[config.mk]
export PLATFORM = sky130hd
export DESIGN_NAME = cp0_unit_flat
export DESIGN_NICKNAME = d
export VERILOG_FILES = /design/src/rtl/cp0_unit_pkg.sv /design/src/rtl/cp0_unit_if.sv /design/src/rtl/cp0_regs.sv /design/src/rtl/cp0_unit.sv /design/src/flat_wrapper.sv
export SDC_FILE = /design/constraint.sdc
export NUM_CORES = 1
export LEC_CHECK = 0
export ABC_AREA = 1
export CAP_MARGIN = 15
export CORE_MARGIN = 2
export CORE_UTILIZATION = 50
export CTS_BUF_LIST = sky130_fd_sc_hd__clkbuf_4
export DETAILED_ROUTE_END_ITERATION = 10
export PLACE_DENSITY_LB_ADDON = 0.3
export SKIP_CTS_REPAIR_TIMING = 1
export SLEW_MARGIN = 10
export SYNTH_ARGS = -nofsm -noshare
export SYNTH_HDL_FRONTEND = slang
export SYNTH_HIERARCHICAL = 1
export SYNTH_SLANG_ARGS = --single-unit
[constraint.sdc]
create_clock -name clk -period 4.89 [get_ports clk]
set_clock_uncertainty 0.1 [all_clocks]
set_input_delay 0.489 -clock clk [delete_from_list [all_inputs] [get_ports clk]]
set_output_delay 0.489 -clock clk [all_outputs]
set_load 0.1 [all_outputs]
[src/rtl/cp0_unit_pkg.sv]
// Shared CP0 definitions: coprocessor op encodings, register indices,
// exception codes and the control FSM state encoding.
package cp0_defs;

   typedef enum logic [2:0] {
      OP_NONE = 3'd0,
      OP_MTC  = 3'd1,
      OP_MFC  = 3'd2,
      OP_ERET = 3'd3
   } cp_oper_e;

   localparam logic [4:0] IDX_EHBR   = 5'd3;
   localparam logic [4:0] IDX_STATUS = 5'd12;
   localparam logic [4:0] IDX_CAUSE  = 5'd13;
   localparam logic [4:0] IDX_EPC    = 5'd14;

   localparam logic [4:0] EXC_INT   = 5'd0;
   localparam logic [4:0] EXC_OOM   = 5'd4;
   localparam logic [4:0] EXC_UNDEF = 5'd10;

   typedef enum logic [1:0] {
      ST_NORMAL   = 2'd0,
      ST_REDIRECT = 2'd1,
      ST_HANDLER  = 2'd2
   } cp0_state_e;

endpackage

[src/rtl/cp0_unit_if.sv]
// Pipeline <-> CP0 signal bundle. The pipeline side is the master; CP0 is the slave.
interface cp0_unit_if;
   logic [2:0]  cp_oper;
   logic        id_valid;
   logic [4:0]  cp_addr;
   logic [31:0] cp_wdata;
   logic [31:0] cp_rdata;
   logic        undefined;
   logic        outOfMemory;
   logic        ir_in;
   logic [31:0] id_pc;
   logic [31:0] ex_pc;
   logic        redirect;
   logic [31:0] redirect_pc;
   logic        in_handler;

   modport master (
      output cp_oper, id_valid, cp_addr, cp_wdata, undefined, outOfMemory,
             ir_in, id_pc, ex_pc,
      input  cp_rdata, redirect, redirect_pc, in_handler
   );

   modport slave (
      input  cp_oper, id_valid, cp_addr, cp_wdata, undefined, outOfMemory,
             ir_in, id_pc, ex_pc,
      output cp_rdata, redirect, redirect_pc, in_handler
   );
endinterface

[src/rtl/cp0_regs.sv]
// CP0 register file (EHBR, STATUS, CAUSE, EPC) with masked software writes,
// exception/eret side effects and a combinational read mux.
module cp0_regs
   import cp0_defs::*;
(
   input  logic        clk,
   input  logic        rst,
   input  logic [4:0]  rd_addr_i,
   output logic [31:0] rd_data_o,
   input  logic        wr_en_i,
   input  logic [4:0]  wr_addr_i,
   input  logic [31:0] wr_data_i,
   input  logic        exc_i,
   input  logic [4:0]  exc_code_i,
   input  logic [31:0] exc_epc_i,
   input  logic        eret_i,
   input  logic        dfault_i,
   output logic [31:0] ehbr_o,
   output logic [31:0] epc_o,
   output logic        ie_o
);

   logic [31:0] ehbr_q, ehbr_d;
   logic [31:0] epc_q, epc_d;
   logic [4:0]  code_q, code_d;
   logic        ie_q, ie_d;
   logic        df_q, df_d;

   // The caller guarantees at most one of exc/eret/dfault/wr_en per cycle.
   always_comb begin
      ehbr_d = ehbr_q;
      epc_d  = epc_q;
      code_d = code_q;
      ie_d   = ie_q;
      df_d   = df_q;
      if (exc_i) begin
         epc_d  = exc_epc_i;
         code_d = exc_code_i;
         ie_d   = 1'b0;
      end else if (eret_i) begin
         ie_d = 1'b1;
      end else if (dfault_i) begin
         df_d = 1'b1;
      end else if (wr_en_i) begin
         case (wr_addr_i)
            IDX_EHBR:   ehbr_d = wr_data_i;
            IDX_STATUS: ie_d   = wr_data_i[0];
            IDX_CAUSE:  df_d   = wr_data_i[31];
            IDX_EPC:    epc_d  = wr_data_i;
            default:    ;
         endcase
      end
   end

   always_ff @(posedge clk or posedge rst) begin
      if (rst) begin
         ehbr_q <= '0;
         epc_q  <= '0;
         code_q <= '0;
         ie_q   <= 1'b0;
         df_q   <= 1'b0;
      end else begin
         ehbr_q <= ehbr_d;
         epc_q  <= epc_d;
         code_q <= code_d;
         ie_q   <= ie_d;
         df_q   <= df_d;
      end
   end

   always_comb begin
      rd_data_o = '0;
      case (rd_addr_i)
         IDX_EHBR:   rd_data_o = ehbr_q;
         IDX_STATUS: rd_data_o = {31'b0, ie_q};
         IDX_CAUSE:  rd_data_o = {df_q, 24'b0, code_q, 2'b00};
         IDX_EPC:    rd_data_o = epc_q;
         default:    rd_data_o = '0;
      endcase
   end

   assign ehbr_o = ehbr_q;
   assign epc_o  = epc_q;
   assign ie_o   = ie_q;

endmodule

[src/rtl/cp0_unit.sv]
// CP0 control: exception/interrupt priority, interrupt edge latch and the
// NORMAL/REDIRECT/HANDLER sequencer that drives the fetch redirect.
module cp0_unit
   import cp0_defs::*;
(
   input  logic       clk,
   input  logic       rst,
   cp0_unit_if.slave  bus,
   output cp0_state_e dbg_state_o
);

   cp0_state_e  state_q, state_d;
   logic        to_handler_q, to_handler_d;
   logic        ir_prev_q;
   logic        pending_q, pending_d;
   logic        redirect_q, redirect_d;
   logic [31:0] redirect_pc_q, redirect_pc_d;

   logic        ie;
   logic [31:0] ehbr, epc;
   logic        mtc_v, eret_v, undef_v, ir_rise;
   logic        exc_take, irq_take, eret_take, dfault, wr_en;
   logic [4:0]  exc_code;
   logic [31:0] exc_epc;

   assign mtc_v   = bus.id_valid && (bus.cp_oper == OP_MTC);
   assign eret_v  = bus.id_valid && (bus.cp_oper == OP_ERET);
   assign undef_v = bus.id_valid && bus.undefined;
   assign ir_rise = bus.ir_in && !ir_prev_q;

   always_comb begin
      state_d       = state_q;
      to_handler_d  = to_handler_q;
      redirect_d    = 1'b0;
      redirect_pc_d = '0;
      exc_take      = 1'b0;
      irq_take      = 1'b0;
      eret_take     = 1'b0;
      dfault        = 1'b0;
      wr_en         = 1'b0;
      exc_code      = EXC_INT;
      exc_epc       = bus.id_pc;
      if (bus.outOfMemory) begin
         exc_code = EXC_OOM;
         exc_epc  = bus.ex_pc;
      end else if (undef_v) begin
         exc_code = EXC_UNDEF;
      end
      case (state_q)
         ST_NORMAL: begin
            exc_take = bus.outOfMemory || undef_v || (pending_q && ie);
            irq_take = exc_take && !bus.outOfMemory && !undef_v;
            if (exc_take) begin
               state_d       = ST_REDIRECT;
               to_handler_d  = 1'b1;
               redirect_d    = 1'b1;
               redirect_pc_d = ehbr;
            end else begin
               wr_en = mtc_v;
            end
         end
         // Pipeline is flushing: every ID/EX input is stale this cycle.
         ST_REDIRECT: state_d = to_handler_q ? ST_HANDLER : ST_NORMAL;
         ST_HANDLER: begin
            if (bus.outOfMemory || undef_v) begin
               dfault = 1'b1;
            end else if (eret_v) begin
               eret_take     = 1'b1;
               state_d       = ST_REDIRECT;
               to_handler_d  = 1'b0;
               redirect_d    = 1'b1;
               redirect_pc_d = epc;
            end else begin
               wr_en = mtc_v;
            end
         end
         default: state_d = ST_NORMAL;
      endcase
   end

   assign pending_d = ir_rise || (pending_q && !irq_take);

   always_ff @(posedge clk or posedge rst) begin
      if (rst) begin
         state_q       <= ST_NORMAL;
         to_handler_q  <= 1'b0;
         ir_prev_q     <= 1'b0;
         pending_q     <= 1'b0;
         redirect_q    <= 1'b0;
         redirect_pc_q <= '0;
      end else begin
         state_q       <= state_d;
         to_handler_q  <= to_handler_d;
         ir_prev_q     <= bus.ir_in;
         pending_q     <= pending_d;
         redirect_q    <= redirect_d;
         redirect_pc_q <= redirect_pc_d;
      end
   end

   cp0_regs u_regs (
      .clk        (clk),
      .rst        (rst),
      .rd_addr_i  (bus.cp_addr),
      .rd_data_o  (bus.cp_rdata),
      .wr_en_i    (wr_en),
      .wr_addr_i  (bus.cp_addr),
      .wr_data_i  (bus.cp_wdata),
      .exc_i      (exc_take),
      .exc_code_i (exc_code),
      .exc_epc_i  (exc_epc),
      .eret_i     (eret_take),
      .dfault_i   (dfault),
      .ehbr_o     (ehbr),
      .epc_o      (epc),
      .ie_o       (ie)
   );

   assign bus.redirect    = redirect_q;
   assign bus.redirect_pc = redirect_pc_q;
   assign bus.in_handler  = (state_q == ST_HANDLER) ||
                            ((state_q == ST_REDIRECT) && to_handler_q);
   assign dbg_state_o     = state_q;

endmodule

[src/flat_wrapper.sv]
// flat-port wrapper written by rule: the top's interface ports become plain ports
module cp0_unit_flat import cp0_defs::*;
  (clk, rst, dbg_state_o, bus_cp_oper, bus_id_valid, bus_cp_addr, bus_cp_wdata, bus_undefined, bus_outOfMemory, bus_ir_in, bus_id_pc, bus_ex_pc, bus_cp_rdata, bus_redirect, bus_redirect_pc, bus_in_handler);
  cp0_unit_if bus_i ();
  input  logic clk;
  input  logic rst;
  output cp0_state_e dbg_state_o;
  input wire logic [$bits(bus_i.cp_oper)-1:0] bus_cp_oper;
  input wire logic [$bits(bus_i.id_valid)-1:0] bus_id_valid;
  input wire logic [$bits(bus_i.cp_addr)-1:0] bus_cp_addr;
  input wire logic [$bits(bus_i.cp_wdata)-1:0] bus_cp_wdata;
  input wire logic [$bits(bus_i.undefined)-1:0] bus_undefined;
  input wire logic [$bits(bus_i.outOfMemory)-1:0] bus_outOfMemory;
  input wire logic [$bits(bus_i.ir_in)-1:0] bus_ir_in;
  input wire logic [$bits(bus_i.id_pc)-1:0] bus_id_pc;
  input wire logic [$bits(bus_i.ex_pc)-1:0] bus_ex_pc;
  output wire logic [$bits(bus_i.cp_rdata)-1:0] bus_cp_rdata;
  output wire logic [$bits(bus_i.redirect)-1:0] bus_redirect;
  output wire logic [$bits(bus_i.redirect_pc)-1:0] bus_redirect_pc;
  output wire logic [$bits(bus_i.in_handler)-1:0] bus_in_handler;
  assign bus_i.cp_oper = bus_cp_oper;
  assign bus_i.id_valid = bus_id_valid;
  assign bus_i.cp_addr = bus_cp_addr;
  assign bus_i.cp_wdata = bus_cp_wdata;
  assign bus_i.undefined = bus_undefined;
  assign bus_i.outOfMemory = bus_outOfMemory;
  assign bus_i.ir_in = bus_ir_in;
  assign bus_i.id_pc = bus_id_pc;
  assign bus_i.ex_pc = bus_ex_pc;
  assign bus_cp_rdata = bus_i.cp_rdata;
  assign bus_redirect = bus_i.redirect;
  assign bus_redirect_pc = bus_i.redirect_pc;
  assign bus_in_handler = bus_i.in_handler;
  cp0_unit u_core (.clk(clk), .rst(rst), .bus(bus_i), .dbg_state_o(dbg_state_o));
endmodule
==> flow_summary.json <==
{
  "status": "finished, final reports clean",
  "clk_pin_slew_ns": 0.15,
  "cts.path.max_buffers": 2,
  "tns_ns": 0,
  "crit_path_end_kind": "primary output",
  "grt_pass1_wl_microns": 28480,
  "die-area_sq_um": 12910,
  "syn2layout_area_growth_pct": 29.16,
  "ys_ff_latch": 109,
  "cts-root-buf": "clkbuf_4",
  "die_w_microns": 113.6,
  "relSlewSlack_pct": 31.05,
  "post-route-period-util_pct": 72.03,
  "drt-vias-per-instance": 5.251,
  "setup-violations-final": 0,
  "synth-async-reset-ratio_pct": 100.0,
  "drtIter0Drc": 454,
  "drive_above_1_share_pct": 8.175,
  "p_total_uw": 2896,
  "place_area_sq_um": 7616,
  "initial_utilization_pct": 50.68,
  "final_area_sq_um": 7764,
  "insertedDiodeCount": 0,
  "dr.pass1.iters": 7,
  "synthDistinctLibCells": 29,
  "power.density_nw_per_um2": 373.0,
  "timing.fmax_mhz": 283.9,
  "placed_cells": 1134,
  "avgSynthCellArea_sq_um": 7.030,
  "nNetsFinal": 1108,
  "synth_top_flop_cell": "dfrtp_1",
  "ys_seq_area_share_pct": 45.38,
  "fin_ws_ns": 1.368,
  "rows": 40,
  "clock_latency_ns": 0.46,
  "grtUsageTotal_pct": 27.87,
  "gp_congestion": 0.8700,
  "dp_hpwl_microns": 11270,
  "grt_overflow_total": 0,
  "ios": 178,
  "min_path_type": "primary input to register",
  "final-hold-violation-count": 0,
  "cap_violations": 0,
  "tightest_slew_ns": 1.031,
  "grt_pass1_vias": 5746,
  "port-buffer-count": 177,
  "core_sq_um": 11860,
  "p_leak_uw": 0.004242,
  "cts.sinks": 109,
  "drc": 0,
  "period_needed_ns": 3.522,
  "crit_type": "primary input to primary output",
  "pre_cts_slack_ns": 1.219,
  "h-tree-depth": 3,
  "synth-edff-count": 0,
  "crit_arrival_ns": 2.93,
  "finalWirelength_microns": 17890,
  "grt_antenna_before_repair": 0,
  "ys_warn_count": 6,
  "antenna_left": 0,
  "critPathMaxFanout": 17,
  "rsz0062_at_grt": "false",
  "synthCells": 855,
  "irDropWorstVdd_mv": 0.2311,
  "syn-cell-area_sq_um": 6011,
  "die_y_microns": 113.6,
  "wire_per_inst_microns": 15.56,
  "cts_tree": "built",
  "stdcell_count": 1150,
  "vias": 6039,
  "worstSetupStartpointType": "primary input",
  "cts_buffers": 9,
  "drv_slew": 0,
  "grt_start_max_net_pins": 72,
  "critPathRequiredTime_ns": 4.30
}
[layer usage]
layer  GRT usage, %  share of wire [%]
met5              0                  0
met4          8.780                2.1
met3          4.357                7.0
met2          47.90                 49
met1          36.46                 42
[power by group]
group          switching (uW)  leakage (uW)  internal (uW)
Clock                     293     0.0000799            201
Combinational             850       0.00271            338
Sequential                143       0.00145           1070
[flip-flops by register name, indices dropped and copies added (netlist names), 2 cells and up]
register,count
u_core/u_regs/code_q,5
u_core/u_regs/epc_o,32
u_core/bus.redirect_pc,32
u_core/dbg_state_o,2
u_core/u_regs/ehbr_o,32
[cells by family (layout without fill, tap and decap cells)]
family          after synthesis  count (layout)  share of synthesized area [%]
compound gates                5               5                         0.4996
simple gates                664             664                          46.82
flops                       109             109                          45.38
buf+inv                      76             223                          7.244
other cells                   1               2                        0.06239
[through the flow]
stage / hold WS, ns / utilization (%)
after floorplan: 0.3420 / -
after global placement: 0.3566 / 64.21
after detailed placement: 0.3597 / 64.21
after CTS: 0.3695 / 65.45
after global routing: 0.3714 / 65.45
final: 0.3853 / 65.45
[critical path, stage by stage]
cell,delay [ns]
clkdlybuf4s50_1,0.74
nand2_1,0.12
nor2_2,0.63
buf_4,0.38
nand3_1,0.10
nand3_1,0.15
buf_4,0.30
[synth_stat cells (2+ instances only)]
| cell type | n | area, sq um |
|---|---|---|
| nand2_1 | 483 | 1813 |
| nand3_1 | 135 | 675.7 |
| dfrtp_1 | 109 | 2728 |
| buf_2 | 22 | 110.1 |
| inv_1 | 19 | 71.32 |
| nor2_1 | 14 | 52.55 |
| clkbuf_1 | 13 | 48.80 |
| nand3_2 | 11 | 110.1 |
| buf_6 | 10 | 112.6 |
| buf_4 | 7 | 52.55 |
| nand4_1 | 7 | 43.79 |
| nor2_2 | 5 | 31.28 |
| a21oi_1 | 2 | 10.01 |
| inv_2 | 2 | 7.510 |
| nand2_2 | 2 | 12.51 |
[layout by cell type (no fill, tap or decap)]
master and instances:
nor3b_1 1, clkinv_4 1, nor2_4 4, inv_1 17, o21ai_0 1, clkinv_2 1, a21oi_1 2, inv_6 1
inv_2 4, nor2_2 3, clkbuf_4 9, o211ai_1 1, nand2_2 2, nor2_8 1, o21bai_1 1, nor2_1 13
nand2_4 1, bufinv_16 2, clkinv_1 4, buf_4 39, conb_1 2, nor3_1 1, dfrtp_1 109, nand2_1 483
nand3_1 135, nand4_1 7, nand3_2 11, clkdlybuf4s50_1 144, and2_4 1, buf_2 1, nand3b_2 1
[layout make-up]
cell class	count	area (sq um)
Tap cell	147	183.9
Timing Repair Buffer	184	1739
Fill cell	1060	4098
Sequential cell	109	2728
Clock inverter	7	80.08
Inverter	23	96.34
Clock buffer	9	67.56
Multi-Input combinational cell	671	2869
[path summary, 6_finish.rpt]
check | startpoint | endpoint | slack (ns) | depth (start not counted)
setup / recovery | bus_cp_addr[0] | bus_cp_rdata[31] | 1.37 | 7
hold / removal | bus_ir_in | u_core/ir_prev_q$_DFF_PP0_ | 0.39 | 1
setup reg to reg | u_core/dbg_state_o[0]$_DFFE_PP0P_ | u_core/u_regs/ehbr_o[9]$_DFFE_PP0P_ | 1.46 | 9
hold reg to reg | u_core/u_regs/code_q[4]$_DFFE_PP0P_ | u_core/u_regs/code_q[4]$_DFFE_PP0P_ | 0.39 | 2
max in group asynchronous | rst | u_core/u_regs/epc_o[14]$_DFFE_PP0P_ | 3.23 | 3
min in group asynchronous | rst | u_core/bus.redirect_pc[29]$_DFF_PP0_ | 0.47 | 2
(Power assumes the default switching activity.)
